### src/rtl/bound_flasher_pkg.sv
// Shared types and bound constants for the 16-lamp bound flasher.
package bound_flasher_pkg;

   localparam int NUM_LEDS = 16;
   localparam int CNT_W    = 5;

   // Bounds are lamp indices; an upward sweep ends with the bound lamp lit.
   localparam logic [CNT_W-1:0] B_0  = 5'd0;
   localparam logic [CNT_W-1:0] B_5  = 5'd5;
   localparam logic [CNT_W-1:0] B_10 = 5'd10;
   localparam logic [CNT_W-1:0] B_15 = 5'd15;

   typedef enum logic [2:0] {
      IDLE,
      UP_0_15,
      DOWN_15_5,
      UP_5_10,
      DOWN_10_0,
      UP_0_5,
      DOWN_5_0
   } state_t;

endpackage

### src/rtl/bound_flasher_if.sv
// Flick request and lamp drive bundle between the board side and the flasher.
interface bound_flasher_if;
   import bound_flasher_pkg::*;

   logic                FLICK;
   logic [NUM_LEDS-1:0] LED;

   modport master (output FLICK, input LED);
   modport slave  (input FLICK, output LED);

endinterface

### src/rtl/bound_flasher_fsm_led_thermometer.sv
// Lamp count to thermometer code: the lowest i_cnt lamps are lit.
module led_thermometer
   import bound_flasher_pkg::*;
(
   input  logic [CNT_W-1:0]    i_cnt,
   output logic [NUM_LEDS-1:0] o_led
);

   always_comb begin
      o_led = '0;
      for (int i = 0; i < NUM_LEDS; i++) begin
         o_led[i] = (i_cnt > CNT_W'(i));
      end
   end

endmodule

### src/rtl/bound_flasher_fsm.sv
// Bound flasher sequencer: state + lamp count registers, registered LED output.
// Build option BOUND_FLASHER_FLICK_SYNC_EN adds a 2-flop synchronizer on FLICK.
//
// state     | meaning
// IDLE      | all lamps off, waiting for FLICK
// UP_0_15   | lighting one lamp per clock until all 16 are on
// DOWN_15_5 | extinguishing until 5 lit; FLICK there climbs to 16 again
// UP_5_10   | lighting until 11 lit
// DOWN_10_0 | extinguishing until 0 lit; FLICK there climbs to 11 again
// UP_0_5    | lighting until 6 lit
// DOWN_5_0  | extinguishing until 0 lit, then back to IDLE
module bound_flasher_fsm
   import bound_flasher_pkg::*;
(
   input  logic            CLK,
   input  logic            RST,
   bound_flasher_if.slave  bus
);

   state_t              r_state;
   state_t              w_state_nxt;
   logic [CNT_W-1:0]    r_cnt;
   logic [CNT_W-1:0]    w_cnt_nxt;
   logic [NUM_LEDS-1:0] r_led;
   logic [NUM_LEDS-1:0] w_led_nxt;
   logic                w_flick;

`ifdef BOUND_FLASHER_FLICK_SYNC_EN
   logic [1:0] r_flick_sync;

   always_ff @(posedge CLK or posedge RST) begin
      if (RST) r_flick_sync <= '0;
      else     r_flick_sync <= {r_flick_sync[0], bus.FLICK};
   end

   assign w_flick = r_flick_sync[1];
`else
   assign w_flick = bus.FLICK;
`endif

   always_ff @(posedge CLK or posedge RST) begin
      if (RST) begin
         r_state <= IDLE;
         r_cnt   <= '0;
         r_led   <= '0;
      end else begin
         r_state <= w_state_nxt;
         r_cnt   <= w_cnt_nxt;
         r_led   <= w_led_nxt;
      end
   end

   // Down states park on their lower bound for one edge so FLICK can pick the next climb.
   always_comb begin
      w_state_nxt = r_state;
      w_cnt_nxt   = r_cnt;
      unique case (r_state)
         IDLE: begin
            w_cnt_nxt = B_0;
            if (w_flick) begin
               w_state_nxt = UP_0_15;
               w_cnt_nxt   = B_0 + 5'd1;
            end
         end
         UP_0_15: begin
            w_cnt_nxt = r_cnt + 5'd1;
            if (r_cnt == B_15) w_state_nxt = DOWN_15_5;
         end
         DOWN_15_5: begin
            if (r_cnt == B_5) begin
               w_cnt_nxt   = r_cnt + 5'd1;
               w_state_nxt = w_flick ? UP_0_15 : UP_5_10;
            end else begin
               w_cnt_nxt = r_cnt - 5'd1;
            end
         end
         UP_5_10: begin
            w_cnt_nxt = r_cnt + 5'd1;
            if (r_cnt == B_10) w_state_nxt = DOWN_10_0;
         end
         DOWN_10_0: begin
            if (r_cnt == B_0) begin
               w_cnt_nxt   = r_cnt + 5'd1;
               w_state_nxt = w_flick ? UP_5_10 : UP_0_5;
            end else begin
               w_cnt_nxt = r_cnt - 5'd1;
            end
         end
         UP_0_5: begin
            w_cnt_nxt = r_cnt + 5'd1;
            if (r_cnt == B_5) w_state_nxt = DOWN_5_0;
         end
         DOWN_5_0: begin
            w_cnt_nxt = r_cnt - 5'd1;
            if (r_cnt == B_0 + 5'd1) w_state_nxt = IDLE;
         end
         default: begin
            w_state_nxt = IDLE;
            w_cnt_nxt   = B_0;
         end
      endcase
   end

   led_thermometer u_led_thermometer (
      .i_cnt (w_cnt_nxt),
      .o_led (w_led_nxt)
   );

   assign bus.LED = r_led;

endmodule

### src/flat_wrapper.sv
// flat-port wrapper written by rule: the top's interface ports become plain ports
module bound_flasher_fsm_flat import bound_flasher_pkg::*;
  (CLK, RST, bus_FLICK, bus_LED);
  bound_flasher_if bus_i ();
  input  logic CLK;
  input  logic RST;
  input wire logic [$bits(bus_i.FLICK)-1:0] bus_FLICK;
  output wire logic [$bits(bus_i.LED)-1:0] bus_LED;
  assign bus_i.FLICK = bus_FLICK;
  assign bus_LED = bus_i.LED;
  bound_flasher_fsm u_core (.CLK(CLK), .RST(RST), .bus(bus_i));
endmodule
### config.mk
export PLATFORM = sky130hd
export DESIGN_NAME = bound_flasher_fsm_flat
export DESIGN_NICKNAME = d
export VERILOG_FILES = /design/src/rtl/bound_flasher_pkg.sv /design/src/rtl/bound_flasher_if.sv /design/src/rtl/bound_flasher_fsm_led_thermometer.sv /design/src/rtl/bound_flasher_fsm.sv /design/src/flat_wrapper.sv
export SDC_FILE = /design/constraint.sdc
export NUM_CORES = 1
export LEC_CHECK = 0
export CAP_MARGIN = 15
export CORE_MARGIN = 5
export CORE_UTILIZATION = 45
export CTS_CLUSTER_SIZE = 25
export DETAILED_ROUTE_END_ITERATION = 10
export PLACE_DENSITY = 0.73
export SETUP_SLACK_MARGIN = 0.2
export SLEW_MARGIN = 20
export SYNTH_ARGS = -nofsm -noshare
export SYNTH_HDL_FRONTEND = slang
export SYNTH_SLANG_ARGS = --single-unit
### constraint.sdc
create_clock -name CLK -period 6.7 [get_ports CLK]
set_input_delay 1.34 -clock CLK [delete_from_list [all_inputs] [get_ports CLK]]
set_output_delay 1.34 -clock CLK [all_outputs]
set_load 0.02 [all_outputs]
After elaboration in Yosys (flattened, before gate mapping)

Index checks and enable logic that the tools add are counted.

Register bits: 24
Logic and storage cells: 56

$add $sub $neg: 2
Order comparisons: 16
Equality and inequality tests: 17
Muxes and demuxes: 14
Reductions and logical operators: 4

Operators by type and width:

| cell                | number |
|---|---|
| $gt 5x4->1 const B  | 8 |
| $pmux 5 s5          | 1 |
| $mux 3              | 8 |
| $pmux 3 s7          | 1 |
| $gt 5x3->1 const B  | 4 |
| $ne 2x1->1 const B  | 6 |
| $eq 5x4->1 const B  | 2 |
| $gt 5x1->1 const B  | 2 |
| $gt 5x2->1 const B  | 2 |
| $mux 5              | 2 |
| $eq 3x3->1 const B  | 3 |
| $reduce_and 7->1    | 1 |
| $eq 3x2->1 const B  | 2 |
| $add 5x1->5 const B | 1 |
| $eq 5x1->1 const B  | 1 |
| $eq 5x3->1 const B  | 1 |
| $logic_not 5->1     | 1 |
| $sub 5x1->5 const B | 1 |
| $eq 3x1->1 const B  | 1 |
| $logic_not 3->1     | 1 |
| $reduce_or 3->1     | 1 |
| $mux 2              | 1 |
| $ne 2x2->1 const B  | 1 |
| $mux 1              | 1 |

Depth between registers and ports, before layout

Gate-level depths: netlist (run 1).

Word-level depth: 4
Mapped depth: 9

Cells and area by module

Synthesis (run 1) repeated with hierarchy kept, for this count alone.

Cells, all modules: 136
Area, all modules: 1362.6 sq um

By module, submodules not included:

| module            | times used | cells an instance | area each (sq um) | sequential area each (sq um) |
|---|---|---|---|---|
| bound_flasher_fsm | 1          | 109               | 1219.9            | 600.6 |
| led_thermometer   | 1          | 27                | 142.6             | 0.0 |

Worst setup path before layout (run 1)

OpenSTA, ideal clock, no wires.

Path kind: input to register
Start point: input bus_FLICK
End point: register u_core.r_state[0]
Setup time: 0.118 ns
Arrival time: 2.225 ns
Required time: 6.582 ns
Path slack: 4.357 ns
Stages: 6
Path through: mux2_2 o221ai_1 o21a_1 a31o_2 nor3b_1 a21o_1

Word-level cells in the longest chain between the ends: 2

Ends and longest elaborated chain:

| element                    | line                    | source |
|---|---|---|
| from (decl)                | flat_wrapper.sv:7       | `input wire logic [$bits(bus_i.FLICK)-1:0] bus_FLICK;` |
| $ne 2x2->1 (no line)       | --                      |  |
| $reduce_and 7->1 (no line) | --                      |  |
| to (signal assigned)       | bound_flasher_fsm.sv:47 | `r_state <= w_state_nxt;` |
| to (decl)                  | bound_flasher_fsm.sv:20 | `state_t r_state;` |

Every way passes these cells.
A chain may end at the register's enable or synchronous reset.

Worst setup path in the final report (run 1)

Start point: register u_core.r_led[12] (netlist: u_core.bus.LED[12])
End point: output bus_LED[12]

RTL lines:

| element                | line                    | source |
|---|---|---|
| from (decl)            | bound_flasher_fsm.sv:24 | `logic [NUM_LEDS-1:0] r_led;` |
| from (signal assigned) | bound_flasher_fsm.sv:49 | `r_led <= w_led_nxt;` |
| to (decl)              | flat_wrapper.sv:8       | `output wire logic [$bits(bus_i.LED)-1:0] bus_LED;` |

No word-level cell between the ends.

==> key figures, run 1 <==
Run status
  • Status: finished, final reports clean

Timing
  • Fin. Hold Viols: 0
  • Clock skew: 0.0104 ns
  • Final setup viols: 0
  • Achievable frequency: 0.382 GHz
  • Final min period: 2.62 ns
  • Relative slew margins: 42.8%
  • Setup TNS: 0 ns
  • RSZ-0062 raised after global routing: no
  • Period utilisation layout: 39.0%
  • Hold WS: 0.734 ns
  • Final-report max-slew violation count: 0
  • Worst Tran Pin Value: 0.857 ns

Setup path
  • CP top delay family: buffers and inverters
  • CP bufs+invs: 1
  • Worst EP required: 5.36 ns
  • Worst Path Max Fanout: 1
  • Path length in cells of the critical path: 1
  • CP Capture Type: output port
  • Capture point of the worst path: bus_LED[12]
  • Reg-to-reg critical path startpoint: u_core.r_cnt[1]
  • Slowest CP cell: clkdlybuf4s50_1
  • Crit path DAT: 1.28 ns
  • Crit path from: u_core.bus.LED[12]
  • Worst path cell trace: clkdlybuf4s50_1
  • Startpoint types: register
  • Reg2Reg Depth: 8
  • Delay of the slowest critical-path stage: 0.61 ns
  • R2r endpoint: u_core.bus.LED[2]
  • Reg-to-reg setup timing slack: 4.14 ns
  • Setup CP Type: reg2out

Synth
  • Dominant cell type by area after synthesis: dfrtp_1
  • Register area share after synthesis: 45.9%
  • Mapped Nets: 138
  • Top cells by area, synth: dfrtp_1 (46%), ha_1 (5.7%), inv_1 (3.4%)
  • FFs w/ async S/R, synth: 100%
  • Synth warn: 0
  • Cell area after synthesis: 0.00131 sq mm
  • Syn_area_per_cell: 10.1 sq um
  • Top FF cell, synth: dfrtp_1
  • Syn Inst Count: 129
  • Post-synthesis register bit count: 24
  • Netlist cell types: 43
  • Post-synth EDFFs: 0
  • Synth top area share: 45.9%

Global route
  • First-pass GRT wire length: 4300 microns
  • Vias in the first global route: 933
  • GR Overflow Total: 0
  • Initial antenna violation count: 0
  • GRT Util Overall: 13.0%
  • Largest net degree at the start of global routing: 25

Job
  • Max_cap viols: 0

Floorplanning
  • Io pins: 19
  • Chip width: 63.9 microns
  • Die area: 0.00408 sq mm
  • Starting density of the core: 47.0%
  • Core ar.: 0.00278 sq mm
  • Num rows: 19
  • Height of the chip: 63.9 microns

Finish
  • Filler instances: 232
  • Syn-to-layout area delta: 15.4%
  • Nets: 153
  • Share of layout cells above drive strength 1: 11.9%
  • Diodes inserted: 0

Power
  • Pwr dens: 577 mW/mm^2
  • Leakage: 0.693 nW
  • VDD IR max: 0.336 mV

Placement
  • Routability congestion estimate: 0.886
  • Hpwl dp: 1950 microns
  • IO Port Bufs: 18

Drt
  • DR WL/cell: 14.9 microns
  • Starting DRT DRC Count: 30
  • Final WL: 2590 microns
  • DR vias: 990
  • Vias per std cell: 5.69
  • # DRC: 0
  • Detail Route Antenna Nets: 0
  • Initial DRT Pass Iterations: 4

CTS
  • Clk sinks: 24
  • Hold Buf Count CTS: 0
  • CTS tree: built
  • H-tree Lvls: 1
  • Total CTS buffers: 3
  • Root buf cell: clkbuf_4
  • Post-CTS Setup Bufs: 0
  • Clk_lat worst skew: 0.31 ns
  • Post-CTS sizing: 0
  • Clock buffer depth: 2
  • Worst-path clk slew: 0.13 ns

Worst hold path
  • Hold WC Path Type: reg2reg
-- area by class of cell --
| type | count | area [sq um] | share of cell area (%) |
|---|---|---|---|
| clock buffers | 4 | 36.3 | 2.40 |
| inverters | 14 | 52.6 | 3.48 |
| multi-input cells | 83 | 601 | 39.8 |
| flip-flops and latches | 24 | 601 | 39.8 |
| well taps | 31 | 38.8 | 2.57 |
| repair buffers | 18 | 180 | 11.9 |
-- routing by layer --
| metal | share of wire (%) | vias up | GRT usage [%] |
|---|---|---|---|
| li1 | - | 478 | - |
| met1 | 41 | 481 | 16.0 |
| met2 | 52 | 26 | 22.4 |
| met3 | 4.7 | 5 | 2.10 |
| met4 | 1.8 | 0 | 5.45 |
| met5 | 0 | - | 0 |
-- logic make-up (layout without fill, tap and decap cells) --
group	Yosys count	in the layout	share of synthesized area, %
simple gates	34	34	15.1
flops	24	24	45.9
mux	1	1	0.861
compound gates	35	35	19.5
buf+inv	22	36	8.13
xor+xnor	7	7	4.69
fa+ha+maj	6	6	5.74
-- sequential cells by signal, summed over array words and instances (netlist names) --
signal / count
u_core.bus.LED: 16
u_core.r_state: 3
u_core.r_cnt: 5
-- Yosys cell counts, types with 2 or more instances --
master / number
a2bb2oi_2: 2
and3_1: 2
dfrtp_1: 24
o21ai_1: 6
a21oi_1: 8
inv_2: 2
xor2_1: 3
xnor2_1: 4
clkbuf_1: 4
nand2_1: 8
o21ai_0: 5
nor3_1: 2
ha_1: 6
buf_6: 3
inv_1: 12
nand3_1: 6
o31ai_1: 2
nor2_1: 5
-- worst min-delay path by stage --
stage | cells past startpoint | end | slack [ns] | start
floorplan | 3 | u_core.r_cnt[0] | 0.65 | u_core.r_cnt[0]
global placement | 2 | u_core.r_state[2] | 0.70 | u_core.r_state[2]
detailed placement | 2 | u_core.r_state[2] | 0.71 | u_core.r_state[2]
CTS | 2 | u_core.r_state[2] | 0.73 | u_core.r_state[2]
global route | 2 | u_core.r_state[2] | 0.81 | u_core.r_state[2]
finish | 2 | u_core.r_state[2] | 0.73 | u_core.r_state[2]
-- cell usage in the layout (no fill, tap or decap), types with 2 or more instances in the layout --
master           count
a21oi_1              8
a2bb2oi_2            2
and3_1               2
clkbuf_4             3
clkdlybuf4s50_1     18
dfrtp_1             24
ha_1                 6
inv_1               12
inv_2                2
nand2_1              8
nand3_1              6
nor2_1               5
nor3_1               2
o21ai_0              5
o21ai_1              6
o31ai_1              2
xnor2_1              4
xor2_1               3
-- power breakdown --
part | switching, mW | total (mW) | leakage (nW) | internal (mW)
combinational | 0.294 | 0.522 | 0.372 | 0.228
sequential | 0.0672 | 0.276 | 0.299 | 0.209
clock | 0.0397 | 0.0729 | 0.0210 | 0.0332
total | 0.401 | 0.871 | 0.693 | 0.470
-- per-stage QoR --
step | total power [mW] | util (%) | setup slack [ns] | cell area, sq um | cells
finish | 0.871 | 54.3 | 4.08 | 1510 | 174
global route | 0.939 | 54.3 | 3.99 | 1510 | 174
CTS | 0.878 | 54.3 | 4.08 | 1510 | 174
detailed placement | 0.806 | 52.9 | 3.76 | 1470 | 170
global placement | 0.783 | 52.9 | 3.81 | 1470 | 170
floorplan | 0.673 | - | 4.36 | 1310 | 129
No activity file was read; power rests on OpenSTA's default activity.
==> inputs of run 2 (changes only) <==
==> constraint.sdc (replaced) <==
create_clock -name CLK -period 2.5 [get_ports CLK]
set_input_delay 0.5 -clock CLK [delete_from_list [all_inputs] [get_ports CLK]]
set_output_delay 0.5 -clock CLK [all_outputs]
set_load 0.02 [all_outputs]
==> key figures, run 2 (synthesis results as in run 1) <==
Setup path
  • CP top delay family: simple AND/OR/NAND/NOR gates (was buffers and inverters)
  • Worst Path Max Fanout: 6 (was 1)
  • Startpoint types: register (unchanged)
  • CP bufs+invs: 1 (unchanged)
  • Slowest CP cell: or4b_4 (was clkdlybuf4s50_1)
  • Delay of the slowest critical-path stage: 0.49 ns (was 0.61 ns)
  • Worst path cell trace: inv_2 > ha_1 > or4b_4 > nor2_4 > o31ai_4 > a221oi_4 > and2_4 > nand3_1 (was clkdlybuf4s50_1)
  • Crit path DAT: 2.45 ns (was 1.28 ns)
  • Setup CP Type: reg2reg (was reg2out)
  • CP Capture Type: register (was output port)
  • Worst EP required: 2.73 ns (was 5.36 ns)

Global route
  • Vias in the first global route: 1007 (was 933)
  • GRT Util Overall: 15.0% (was 13.0%)
  • GR Overflow Total: 0 (unchanged)
  • Initial antenna violation count: 0 (unchanged)
  • Largest net degree at the start of global routing: 25 (unchanged)
  • First-pass GRT wire length: 4860 microns (was 4300 microns)

Floorplanning
  • Chip width: 63.9 microns (unchanged)
  • Num rows: 19 (unchanged)
  • Core ar.: 0.00278 sq mm (unchanged)
  • Io pins: 19 (unchanged)
  • Starting density of the core: 47.0% (unchanged)
  • Height of the chip: 63.9 microns (unchanged)
  • Die area: 0.00408 sq mm (unchanged)

Run status
  • Status: finished, final reports clean (unchanged)

CTS
  • Worst-path clk slew: 0.14 ns (was 0.13 ns)
  • Clock buffer depth: 2 (unchanged)
  • Clk_lat worst skew: 0.33 ns (was 0.31 ns)
  • CTS tree: built (unchanged)
  • Root buf cell: clkbuf_4 (unchanged)
  • H-tree Lvls: 1 (unchanged)
  • Total CTS buffers: 3 (unchanged)
  • Clk sinks: 24 (unchanged)

Timing
  • RSZ-0062 raised after global routing: yes (was no)
  • Final setup viols: 0 (unchanged)
  • Achievable frequency: 0.450 GHz
  • Worst Tran Pin Value: 0.640 ns (was 0.857 ns)
  • Setup TNS: 0 ns (unchanged)
  • Final-report max-slew violation count: 0 (unchanged)
  • Final min period: 2.22 ns
  • Relative slew margins: 57.3% (was 42.8%)
  • Clock skew: 0.00987 ns (was 0.0104 ns)
  • Fin. Hold Viols: 0 (unchanged)
  • Setup ws final: 0.280 ns (was 4.08 ns)
  • Period utilisation layout: 88.8%

Placement
  • IO Port Bufs: 18 (unchanged)
  • Hpwl dp: 1970 microns (was 1950 microns)
  • Routability congestion estimate: 0.907 (was 0.886)
  • Area after DPL: 0.00150 sq mm (was 0.00147 sq mm)
  • Dpl ws: 0.153 ns (was 3.76 ns)
  • Placed Cells incl. Taps: 174 (was 170)

Drt
  • DR vias: 1033 (was 990)
  • Vias per std cell: 5.58 (was 5.69)
  • Starting DRT DRC Count: 56 (was 30)
  • Detail Route Antenna Nets: 0 (unchanged)
  • DR WL/cell: 16.6 microns (was 14.9 microns)
  • # DRC: 0 (unchanged)
  • Final WL: 3070 microns (was 2590 microns)
  • Initial DRT Pass Iterations: 4 (unchanged)

Finish
  • Share of layout cells above drive strength 1: 25.3% (was 11.9%)
  • Diodes inserted: 0 (unchanged)
  • Post-route cell area: 0.00169 sq mm (was 0.00151 sq mm)
  • Largest register FFs: 16 (unchanged)
  • Nets: 164 (was 153)
  • Syn-to-layout area delta: 29.2% (was 15.4%)
  • Final cell count without fillers: 185 (was 174)
  • Most frequent cells in the layout: dfrtp_1 (22), clkdlybuf4s50_1 (18), inv_1 (10), buf_4 (10) (was dfrtp_1 (24), clkdlybuf4s50_1 (18), inv_1 (12))
  • Final core utilization: 60.7% (was 54.3%)
  • Leading cell type in the layout, fill and taps excluded: dfrtp_1 (unchanged)

Power
  • Pwr dens: 1640 mW/mm^2 (was 577 mW/mm^2)
  • Leakage: 0.764 nW (was 0.693 nW)
  • VDD IR max: 1.05 mV (was 0.336 mV)

Job
  • Max_cap viols: 0 (unchanged)

Worst hold path
  • Hold WC Path Type: in2async (was reg2reg)
## run 2: cell types whose count changed in the layout (fill, tap and decap cells not counted), moves of 2 or more
cell,previous run,this run
dfrtp_2,0,2
inv_2,2,4
dfrtp_1,24,22
buf_4,0,10
inv_1,12,10
## run 2: path summary, 6_finish.rpt
path / depth (start not counted) / slack (ns) / to / from
min: 3 / 0.50 / u_core.r_cnt[3] / RST
min reg2reg: 3 / 0.69 / u_core.r_cnt[0] / u_core.r_cnt[0]
max: 8 / 0.28 / u_core.bus.LED[0] / u_core.r_cnt[0]
max reg2reg: 8 / 0.28 / u_core.bus.LED[0] / u_core.r_cnt[0]
min in group CLK: 3 / 0.69 / u_core.r_cnt[0] / u_core.r_cnt[0]
max in group asynchronous: 3 / 1.76 / u_core.r_cnt[0] / RST
## run 2: worst min-delay path: stages
cell and delay [ns]:
clkdlybuf4s50_1 0.41, inv_1 0.05, buf_4 0.28
## run 2: layout make-up
cell class / instances / area (sq um)
fillers: 223 / 1090
multi-input cells: 84 / 687
flip-flops and latches: 24 / 603
repair buffers: 28 / 255
inverters: 14 / 52.6
well taps: 31 / 38.8
clock inverters: 1 / 30.0
clock buffers: 3 / 22.5
## run 2: what timing repair did
| item | in CTS | in global routing |
|---|---|---|
| pin swaps | 0 | 4 |
| setup buffers | 0 | 6 |
| gates cloned | 0 | 1 |
| gates resized for setup | 2 | 16 |
| hold buffers | 0 | 0 |
| endpoints found under the setup margin | 15 | 15 |
## run 2: power by group
part | switching [mW] | internal [mW] | leakage [nW] | total (mW)
sequential | 0.181 | 0.563 | 0.297 | 0.744
clock | 0.123 | 0.162 | 0.0279 | 0.286
combinational | 0.925 | 0.810 | 0.439 | 1.73
total | 1.23 | 1.54 | 0.764 | 2.76
## run 2: routing by layer
metal | vias to the layer above | GRT usage, % | wire length [microns]
li1 | 498 | - | -
met1 | 494 | 19.7 | 1340
met2 | 32 | 23.0 | 1510
met3 | 9 | 3.33 | 135
met4 | 0 | 7.79 | 89
met5 | - | 0 | 0
## run 2: stage by stage
stage          hold WS, ns  total power [mW]
2_1_floorplan        0.515              1.80
3_3_place_gp         0.693              2.18
3_5_place_dp         0.697              2.22
4_1_cts              0.509              2.54
5_1_grt              0.509              2.96
6_report             0.501              2.76
